===== src/rtl/uarch_pkg.sv =====
// uarch_pkg: shared micro-architecture widths and types for the fetch/decode path,
// including the instruction queue entry format and the canonical NOP.
package uarch_pkg;
  localparam int CPU_ADDR_BITS = 32;
  localparam int CPU_INST_BITS = 32;
  localparam int PIPE_WIDTH = 2;
  localparam int IBUF_DEPTH = 8;
  localparam logic [CPU_INST_BITS-1:0] INST_NOP = 32'h0000_0013;
  typedef struct packed {
    logic [CPU_ADDR_BITS-1:0] pc;
    logic [CPU_INST_BITS-1:0] inst;
  } ibuf_entry_t;
endpackage


===== src/rtl/inst_queue.sv =====
// inst_queue: circular fetch-to-decode queue issuing aligned instruction pairs.
// Define IBUF_DRAIN_EN to issue a lone instruction padded with a NOP instead of waiting for a partner.
module inst_queue
  import uarch_pkg::*;
#(
  parameter int DEPTH = IBUF_DEPTH
) (
  input  logic                                      clk,
  input  logic                                      rst_n,
  input  logic                                      flush,
  input  logic [PIPE_WIDTH-1:0][CPU_ADDR_BITS-1:0]  fetch_pcs,
  input  logic [PIPE_WIDTH-1:0][CPU_INST_BITS-1:0]  fetch_insts,
  input  logic [PIPE_WIDTH-1:0]                     fetch_slot_val,
  output logic                                      ibuf_rdy,
  input  logic                                      decode_rdy,
  output logic [PIPE_WIDTH-1:0][CPU_ADDR_BITS-1:0]  inst_pcs,
  output logic [PIPE_WIDTH-1:0][CPU_INST_BITS-1:0]  insts,
  output logic                                      fetch_val,
  output logic [$clog2(DEPTH):0]                    occupancy
);
  localparam int AW = $clog2(DEPTH);
  localparam int PW = AW + 1;
  ibuf_entry_t mem_q [DEPTH];
  ibuf_entry_t e0, e1;
  logic [PW-1:0] head_q, head_d, tail_q, tail_d, count, push_n, pop_n;
  logic [AW-1:0] wr0, wr1, rd1;
  logic push, pop, lone;
  // Pointers carry a wrap bit, so full-width subtraction yields 0..DEPTH.
  assign count = tail_q - head_q;
  assign occupancy = count;
  assign ibuf_rdy = count <= PW'(DEPTH - 2);
  assign push = ibuf_rdy && |fetch_slot_val;
  assign push_n = PW'(fetch_slot_val[0]) + PW'(fetch_slot_val[1]);
`ifdef IBUF_DRAIN_EN
  assign lone = count == PW'(1);
`else
  assign lone = 1'b0;
`endif
  assign fetch_val = count >= PW'(2) || lone;
  assign pop = fetch_val && decode_rdy;
  assign pop_n = lone ? PW'(1) : PW'(2);
  assign head_d = flush ? '0 : pop ? head_q + pop_n : head_q;
  assign tail_d = flush ? '0 : push ? tail_q + push_n : tail_q;
  // Slot 1 lands right after slot 0 only when slot 0 was valid, compacting sparse fetches.
  assign wr0 = tail_q[AW-1:0];
  assign wr1 = tail_q[AW-1:0] + AW'(fetch_slot_val[0]);
  assign rd1 = head_q[AW-1:0] + AW'(1);
  always_comb begin
    e0 = mem_q[head_q[AW-1:0]];
    e1 = mem_q[rd1];
    if (lone) begin
      e1.pc = e0.pc + CPU_ADDR_BITS'(4);
      e1.inst = INST_NOP;
    end
    inst_pcs[0] = fetch_val ? e0.pc : '0;
    inst_pcs[1] = fetch_val ? e1.pc : '0;
    insts[0] = fetch_val ? e0.inst : '0;
    insts[1] = fetch_val ? e1.inst : '0;
  end
  always_ff @(posedge clk or negedge rst_n) begin
    if (!rst_n) begin
      head_q <= '0;
      tail_q <= '0;
    end else begin
      head_q <= head_d;
      tail_q <= tail_d;
    end
  end
  always_ff @(posedge clk) begin
    if (push && !flush) begin
      if (fetch_slot_val[0]) mem_q[wr0] <= '{pc: fetch_pcs[0], inst: fetch_insts[0]};
      if (fetch_slot_val[1]) mem_q[wr1] <= '{pc: fetch_pcs[1], inst: fetch_insts[1]};
    end
  end
endmodule


===== config.mk =====
export PLATFORM = sky130hd
export DESIGN_NAME = inst_queue
export DESIGN_NICKNAME = d
export VERILOG_FILES = /design/src/rtl/uarch_pkg.sv /design/src/rtl/inst_queue.sv
export SDC_FILE = /design/constraint.sdc
export NUM_CORES = 1
export LEC_CHECK = 0
export CAP_MARGIN = 20
export CORE_MARGIN = 2
export CORE_UTILIZATION = 30
export DETAILED_ROUTE_END_ITERATION = 10
export GPL_ROUTABILITY_DRIVEN = 0
export MAX_ROUTING_LAYER = met4
export PLACE_DENSITY = 0.55
export SETUP_SLACK_MARGIN = 0.1
export SLEW_MARGIN = 20
export SYNTH_ARGS = -nofsm -noshare
export SYNTH_HDL_FRONTEND = slang
export SYNTH_SLANG_ARGS = --single-unit

===== constraint.sdc =====
create_clock -name clk -period 7.7 [get_ports clk]
set_input_delay 1.54 -clock clk [delete_from_list [all_inputs] [get_ports clk]]
set_output_delay 1.54 -clock clk [all_outputs]
set_load 0.02 [all_outputs]

==> flow_summary_export.csv <==
group,metric,value,unit
run_status,status,"finished clean",
worst_setup_path,critPathSlowestCell,"buf_4",
grt,antenna_found_initial,15,
die,dieHeight,299,um
synthesis,yosys_warnings,0,
worst_setup_path,setup.worst_path.start_class,"register",
clock_tree,cts_resized,0,
die,die_w,299,um
timing,rsz0062_at_grt,"no",
synthesis,yosys.area.top_type,"edfxtp_1",
grt,grt_overflow,0,
worst_setup_path,crit_required,6.16,ns
clock_tree,clock_sinks,519,
worst_setup_path,path_depth,5,
worst_setup_path,r2r_cells,9,
die,core,86600,um^2
clock_tree,worstSkewPairLatency,0.61,ns
worst_setup_path,crit_chain,"buf_4, buf_4, mux4_2, nor2b_1, clkdlybuf4s50_1",
synthesis,synth_compound_gate_area_share,0.584,%
worst_setup_path,worstSetupStartpoint,"head_q[1]$_DFFE_PN0P_",
clock_tree,htree_num_levels,2,
worst_setup_path,critPathKind,"reg2out",
worst_setup_path,crit_buf_inv,3,
grt,grt_pass1_wl,111000,um
routing,drt_iter0_drc,999,
synthesis,async_flop_share,1.35,%
clock_tree,postCtsHoldBufs,0,
worst_setup_path,worstReg2RegStart,"head_q[1]$_DFFE_PN0P_",
placement,placedCellCount,2838,
worst_setup_path,worstPathArrival,4.31,ns
synthesis,synth_edf_count,512,
worst_setup_path,r2r-end,"mem_q[3][30]$_DFFE_PP_",
synthesis,ys_types,46,
die,io_pins,268,
worst_hold_path,hold_depth,2,
finish,drive_gt1_share,40.5,%
synthesis,syn_avg_cell_area,17.7,um^2
power,ir_drop,0.000275,V
synthesis,yosys.area_share.simple,4.22,%
timing,fmax,0.171,GHz
grt,grt_pass1_vias,16100,
die,die_area,89500,um^2
synthesis,synth_top_family_by_area,"multiplexers",
finish,synthToLayoutAreaGrowth,22.9,%
synthesis,ys.flop_type,"edfxtp_1",
synthesis,yosysSeqAreaShare,59.5,%
synthesis,syn_nets,1618,
grt,grt_use_total,17.4,%
clock_tree,clockBufferDepth,3,
synthesis,syn_area,26200,um^2
synthesis,synth_seq_cells,519,
die,rows,108,
job,max-cap-violations,0,
power,powerDensity,364,nW/um^2
timing,finalHoldViolCount,0,
finish,fin_cells,2959,
routing,detail_route.drc_violations,0,
worst_setup_path,max_stage_delay,0.79,ns
power,leakagePower,0.0102,uW
timing,finalCritPeriodShare,75.9,%
placement,hpwlAfterDp,43700,um
placement,io_buffer_count,267,
die,start_util,30.2,%
clock_tree,clk_pin_slew,0.06,ns
clock_tree,postCtsSetupBuffers,0,
worst_setup_path,reg2reg_slack,3.14,ns
routing,ant_nets,0,
timing,setup_viol,0,
clock_tree,cts_tree,"built",
synthesis,synth_top_area_share,58.8,%
worst_setup_path,critPathMostFrequentCell,"buf_4",
clock_tree,cts-buffers-inserted,59,
synthesis,yosys-top-cells-area,"edfxtp_1 59%, mux2_2 20%, mux4_2 11%",
synthesis,synth-adder-area-share,0.440,%
worst_setup_path,crit_path_end_kind,"primary output",
timing,fin_tns_setup,0,ns
clock_tree,root_buffer,"clkbuf_16",
worst_setup_path,critPathCapture,"inst_pcs[29]",
timing,slew_viol_final,0,
routing,drt_first_pass_iters,5,
worst_setup_path,crit_fanout,40,
timing,slew_headroom,31.3,%
finish,nets,1886,
routing,viasPerCell,4.98,
synthesis,synthCells,1476,
routing,vias,14700,
synthesis,muxShareOfSynthArea,33.2,%
worst_hold_path,hold_class,"reg2reg",
synthesis,synth_xor_area_share,0.167,%
timing,tightest_slew,1.03,ns
routing,wl,75900,um
timing,finalCriticalPeriod,5.85,ns
timing,skew,0.0192,ns
worst_setup_path,critPathTopFamily,"buffers and inverters",
routing,wire_per_inst,25.7,um
grt,grt_max_degree,107,
-- Yosys cell counts (all sizes together), types with 2 or more instances --
library cell  count
inv               6
edfxtp          512
mux2            513
fa                2
xor2              3
nand2             5
nand4             4
buf              62
o21ai             3
nor2             20
a22oi             2
mux2i             2
o21a              2
clkbuf           35
ha                6
or3               3
nor4              2
nor2b           132
mux4            128
a32oi             3
xnor2             2
a21oi             6
dfrtp             7
nand3             5
-- power breakdown --
part | internal, uW | switching (uW)
clock | 1690 | 1150
combinational | 2350 | 2860
sequential | 3520 | 126
-- how the worst min path moves through the flow --
| stage | startpoint | to |
|---|---|---|
| after floorplan | head_q[3]$_DFFE_PN0P_ | head_q[3]$_DFFE_PN0P_ |
| after global placement | head_q[3]$_DFFE_PN0P_ | head_q[3]$_DFFE_PN0P_ |
| after detailed placement | head_q[3]$_DFFE_PN0P_ | head_q[3]$_DFFE_PN0P_ |
| after CTS | head_q[3]$_DFFE_PN0P_ | head_q[3]$_DFFE_PN0P_ |
| after global routing | head_q[3]$_DFFE_PN0P_ | head_q[3]$_DFFE_PN0P_ |
| final | head_q[3]$_DFFE_PN0P_ | head_q[3]$_DFFE_PN0P_ |
-- metal layers --
metal / part of all wire (%) / vias up / global-route usage (%)
li1: - / 6511 / -
met3: 5.2 / 100 / 3.26
met1: 41 / 7710 / 21.1
met4: 2.2 / 0 / 4.31
met2: 52 / 419 / 29.8
met5: 0 / - / -
-- per-stage QoR --
stage	utilization [%]	total power [uW]	cell area (um^2)	hold slack (ns)	worst slack, ns
floorplan	-	6610	26200	0.527	1.18
global placement	34.9	9020	30200	0.540	2.24
detailed placement	34.9	9050	30200	0.551	2.25
CTS	37.1	11900	32100	0.560	1.58
global route	37.1	12200	32100	0.608	1.45
finish	37.1	11700	32100	0.557	1.85
-- area by class of cell --
| cell class | count | area (um^2) |
|---|---|---|
| fillers | 8091 | 54500 |
| flip-flops and latches | 519 | 15600 |
| multi-input cells | 854 | 10200 |
| repair buffers | 304 | 2960 |
| clock buffers | 75 | 1560 |
| well taps | 1155 | 1450 |
| clock inverters | 31 | 359 |
| diodes | 15 | 37.5 |
| inverters | 6 | 22.5 |
-- registers in the layout, indices dropped and copies added, names as in the netlist --
name / count
mem_q: 512
head_q: 3
tail_q: 4
-- layout by cell type, fill, tap and decap left out, types with 2 or more instances in the layout --
cell type	n
clkdlybuf4s50_1	267
nand4_1	2
xnor2_1	2
nand3_1	4
a32oi_1	3
xor2_1	3
o21a_1	2
bufinv_16	8
mux2_1	52
fa_1	2
clkinv_1	12
edfxtp_1	512
a21oi_1	3
nand4_4	2
nor2_4	7
mux2_2	461
a21oi_4	3
o21ai_0	3
dfrtp_1	5
or3_1	3
mux4_2	128
dfrtp_4	2
inv_1	5
nor2_1	11
clkbuf_1	15
nand2_1	5
clkinv_2	8
ha_1	6
a22oi_1	2
clkbuf_16	60
diode_2	15
buf_4	36
mux2i_1	2
nor2b_1	132
-- tightest hold or removal path: cells and delay by family, from the launching register on --
family / cells / cell delay (ns)
AND/OR/NAND/NOR: 1 / 0.06
AO/OA/AOI/OAI: 1 / 0.06
flip-flops: 1 / 0.40
-- logic make-up (layout without fill, tap and decap cells) --
family / Yosys count / in the layout
other: 1 / 16
multiplexers: 643 / 643
flip-flops: 519 / 519
adder cells (fa/ha/maj): 8 / 8
AO/OA/AOI/OAI: 20 / 20
XOR/XNOR: 5 / 5
AND/OR/NAND/NOR: 177 / 177
buffers and inverters: 103 / 416
No activity file was read; power rests on OpenSTA's default activity.
